`src/rtl/decoder_pkg.sv`:
```
// Shared widths and types for the one-hot select decoders.
package decoder_pkg;

    localparam int SEL_W = 4;
    localparam int OUT_W = 16;

    typedef logic [SEL_W-1:0] sel4_t;
    typedef logic [OUT_W-1:0] onehot16_t;

endpackage : decoder_pkg

```
`src/rtl/decoder_2to4.sv`:
```
// 2-to-4 one-hot predecoder built from gate primitives.
module decoder_2to4 (
    input  logic [1:0] sel,
    output logic [3:0] out
);

    wire [1:0] sel_n;
    wire [3:0] dec;

    not u_not0 (sel_n[0], sel[0]);
    not u_not1 (sel_n[1], sel[1]);

    and u_and0 (dec[0], sel_n[1], sel_n[0]);
    and u_and1 (dec[1], sel_n[1], sel[0]);
    and u_and2 (dec[2], sel[1],   sel_n[0]);
    and u_and3 (dec[3], sel[1],   sel[0]);

    // Bring the primitive outputs onto the port.
    assign out = dec;

endmodule : decoder_2to4

```
`src/rtl/decoder_16.sv`:
```
// 4-to-16 one-hot decoder: two 2-to-4 predecoders combined by an AND
// matrix, plus a registered copy for pipelined consumers. The combinational
// output has no enable; the parent gates halves when building wider decoders.
module decoder_16
    import decoder_pkg::*;
(
    input  logic             clk,
    input  logic             rst_n,
    input  logic [SEL_W-1:0] sel,
    output logic [OUT_W-1:0] out,
    output logic [OUT_W-1:0] out_q
);

    logic [3:0] lo;
    logic [3:0] hi;
    wire  [OUT_W-1:0] dec;

    decoder_2to4 u_pre_lo (
        .sel (sel[1:0]),
        .out (lo)
    );

    decoder_2to4 u_pre_hi (
        .sel (sel[3:2]),
        .out (hi)
    );

    // out[4*j+k] is high when the high pair selects j and the low pair selects k.
    for (genvar j = 0; j < 4; j++) begin : g_hi
        for (genvar k = 0; k < 4; k++) begin : g_lo
            and u_and (dec[4*j+k], hi[j], lo[k]);
        end
    end

    assign out = dec;

    // One-cycle registered copy of the decode; cleared asynchronously by reset.
    always_ff @(posedge clk or negedge rst_n) begin
        if (!rst_n) begin
            out_q <= '0;
        end else begin
            out_q <= dec;
        end
    end

endmodule : decoder_16

```
`config.mk`:
```
export PLATFORM = sky130hd
export DESIGN_NAME = decoder_16
export DESIGN_NICKNAME = d
export VERILOG_FILES = /design/src/rtl/decoder_pkg.sv /design/src/rtl/decoder_2to4.sv /design/src/rtl/decoder_16.sv
export SDC_FILE = /design/constraint.sdc
export NUM_CORES = 1
export LEC_CHECK = 0
export ABC_AREA = 1
export ABC_CLOCK_PERIOD_IN_PS = 800
export BUFFER_PORTS_ARGS = -buffer_cell sky130_fd_sc_hd__buf_2
export CAP_MARGIN = 20
export CORE_MARGIN = 1.5
export CORE_UTILIZATION = 33
export DETAILED_ROUTE_END_ITERATION = 12
export PLACE_DENSITY = 0.71
export SETUP_SLACK_MARGIN = 0.02
export SYNTH_ARGS = -nofsm -noshare
export SYNTH_HDL_FRONTEND = slang
export SYNTH_SLANG_ARGS = --single-unit
```
`constraint.sdc`:
```
create_clock -name clk -period 0.8 [get_ports clk]
set_input_delay 0.08 -clock clk [delete_from_list [all_inputs] [get_ports clk]]
set_output_delay 0.08 -clock clk [all_outputs]
set_load 0.1 [all_outputs]
```
==> results of run 1 <==
==> Yosys cell counts <==
library cell | count | area share [%]
nor2_1 | 16 | 12
nand2_1 | 8 | 5.9
dfrtp_1 | 16 | 79
inv_1 | 4 | 3.0
==> kinds of logic after synthesis <==
group | after synthesis | synth area share, %
and+or+nand+nor | 24 | 17.8
DFF | 16 | 79.2
buffers and inverters | 4 | 2.97
==> per-stage QoR <==
stage          instance area (sq um)  setup WS (ps)  hold slack (ps)  instances
2_1_floorplan                    729           -157             -216         44
3_3_place_gp                    1450          -59.5             1.71         98
==> run summary, run 1 <==
Status - did not finish
Fail Step - detailed placement (3_5_place_dp)
Run Error - [ERROR DPL-0038] Utilization greater than 100%, impossible to legalize
Synthesis Warnings - 0
Syn Std Cell Area - 505 sq um
Syn Nets - 50
Cells after Synth - 44
Synthesized area per cell - 11.5 sq um
Chip height - 42.1 um
Yosys reg bits - 16
Yosys cell types - 4
Initial Util - 37.0%
Gpl congestion - 0.757
Die Width - 42.1 um
Port Buf Inserts - 37
Placement Rows - 13
Count of boundary I/O pins - 38
Seq/Total Area, Yosys - 79.2%
==> run 2: changes to the inputs <==
Settings changed: ABC_CLOCK_PERIOD_IN_PS 800 to 1040, CORE_AREA set to 2 2 63 65, CORE_MARGIN 1.5 to unset, CORE_UTILIZATION 33 to unset, DIE_AREA set to 0 0 65 67, PLACE_DENSITY 0.71 to unset, PLACE_DENSITY_LB_ADDON set to 0.15, SETUP_SLACK_MARGIN 0.02 to unset.
Clock period 0.8 ns to 1.04 ns, I/O delays scaled along.
==> run 2 against run 1 <==
The flow now finishes without violations. Synthesized cell count did not move. Synthesized area unchanged.
==> run summary, run 2 <==
Placement Rows - 22 (+9)
Hold slack - 274 ps
Die Width - 65 um (+54%)
Max Fclk - 1030 MHz
P_leak - 0.590 nW
Worst Setup Path Type - in -> out
Cells after Synth - 44 (unchanged)
Worst-path maximum fanout - 4
CTS max path bufs - 2
HPWL after DPL - 1280 um
Post-layout minimum cycle time - 967 ps
Largest registers - out_q x16
Synth Area in XOR/XNOR - 0% (unchanged)
CTS Buf Count - 3
Worst relative slew slack - 76.3%
Crit path capture type - output pin
Synth area leaders - dfrtp_1 (79%), nor2_1 (12%), nand2_1 (5.9%)
Placed insts - 129
Gr usage total - 7.95%
Core footprint - 3610 sq um
Critical Path, Cell by Cell - buf_2 > inv_1 > nand2_1 > nor2_2 > buf_12
Biggest register - out_q
DR vias - 455
Yosys reg bits - 16 (unchanged)
Max-capacitance violation count - 0
TritonCTS clock tree - built
Critical Path Slowest Stage Cell - nor2_2
Port Buf Inserts - 37 (unchanged)
Final core utilization - 36.8%
Commonest non-fill, non-tap cell in the layout - buf_12
Max Slew Vio Count - 0
Syn Std Cell Area - 505 sq um (unchanged)
Worst-margin pin slew - 355 ps
Post-synthesis simple-gate area fraction - 17.8% (unchanged)
Ratio of cells with drive above 1 in the final layout - 65.9%
GR Overflow Total - 0
Global-route wire length before repair - 2350 um
Endpoints failing setup - 0
Final Hold Fails - 0
Layout Cells excl Fill - 133
Post-route ant nets - 0
Critical Path AT - 860 ps
CTS sink cnt - 16
Antenna violations before repair - 0
Count of boundary I/O pins - 38 (unchanged)
Ys async rst share - 100% (unchanged)
CTS Hold Bufs - 1
Adder-Cell Fraction of Synth Area - 0% (unchanged)
Startpoint types - primary input
Fin nets - 93
Synth area leader - dfrtp_1
Primary FF master, synth - dfrtp_1
# Post-CTS Setup Buffers - 0
Commonest cells after routing, fill and taps aside - buf_12 (32), dfrtp_1 (16), nor2_2 (15)
Hold Crit Class - in -> reg
Seq/Total Area, Yosys - 79.2% (unchanged)
Synthesis Warnings - 0 (unchanged)
Routed WL - 1540 um
Routed len/inst - 11.5 um
Synthesized area per cell - 11.5 sq um (unchanged)
RSZ-0062 raised after global routing - no
Largest net degree at the start of global routing - 17
H-tree levels - 1
Syn-to-layout area delta - 163%
Clock slew at reported path FFs - 60 ps
Crit share post-route - 93.0%
HP Start - sel[2]
Synth Area in Compound Gates - 0% (unchanged)
Pwr dens - 1180 nW/um^2
EDFF count, synth - 0 (unchanged)
Initial DRT Pass Iterations - 4
Vias per cell - 3.42
Hold path depth - 3
Fillers - 349
Top cell type's share of synthesized area - 79.2% (unchanged)
Largest stage delay, worst path - 230 ps
Post-synthesis mux area share - 0% (unchanged)
Yosys cell types - 4 (unchanged)
DRC - 0
Initial Util - 14.0% (-23 points)
Peak VDD IR - 0.420 mV
Antenna cells - 0
Max FFs per register - 16
CTS root buf - clkbuf_8
Required @ worst endpoint - 940 ps
Post-synth top cells - dfrtp_1 (16), nor2_1 (16), nand2_1 (8)
Chip height - 67 um (+59%)
Status - finished, final reports clean
Cts repair resizes - 0
DIE AREA - 4360 sq um
TNS Setup - 0 ps
DRT iter0 DRCs - 4
Hold Path End - out_q[5]
Vias in the first global route - 459
Largest family of logic cells by synthesized area - simple AND/OR/NAND/NOR gates
Syn Nets - 50 (unchanged)
Gpl congestion - 0.620 (-18%)
## run 2: layout make-up
| class | instances | area [sq um] | area share [%] |
|---|---|---|---|
| clock buffers | 3 | 41.3 | 3.11 |
| inverters | 4 | 15.0 | 1.13 |
| multi-input cells | 24 | 135 | 10.2 |
| flip-flops and latches | 16 | 400 | 30.2 |
| well taps | 48 | 60.1 | 4.52 |
| repair buffers | 38 | 676 | 50.9 |
## run 2: through the flow
stage / setup slack [ps] / power, W / cell area, sq um
floorplan: -297 / 0.000940 / 551
global placement: 58.6 / 0.00113 / 1280
detailed placement: 50.8 / 0.00113 / 1280
CTS: 47.7 / 0.00160 / 1330
global route: 1.95 / 0.00163 / 1330
finish: 72.6 / 0.00157 / 1330
## run 2: how the worst max path moves through the flow
stage                     to  depth (start not counted)  slack [ps]    from
floorplan           out_q[0]                          3        -300  sel[2]
CTS                   out[6]                          5          50  sel[0]
detailed placement    out[6]                          5          50  sel[0]
finish                out[6]                          5          70  sel[0]
global route          out[6]                          5           2  sel[0]
global placement      out[2]                          5          60  sel[0]
## run 2: kinds of logic (layout without fill, tap and decap cells)
family | Yosys count | after routing
buffers and inverters | 4 | 45
flip-flops | 16 | 16
AND/OR/NAND/NOR | 24 | 24
## run 2: routing by layer
layer  up-vias  routed length (um)  track usage [%]
met5         -                   0                0
met4         0                  66             7.98
met3         4                 123             2.36
met2        23                 823             13.0
met1       216                 521             7.88
li1        212                   -                -
## run 2: critical path: cells and delay by family
family / cells / cell delay [ps]
buf+inv: 3 / 370
simple gates: 2 / 380
## run 2: power by group
group	leakage (nW)	switching, W	internal [W]
logic	0.349	0.000321	0.000142
registers	0.220	0.0000130	0.000639
clock network	0.0216	0.000195	0.000257
Power figures use the tool's default switching activity.
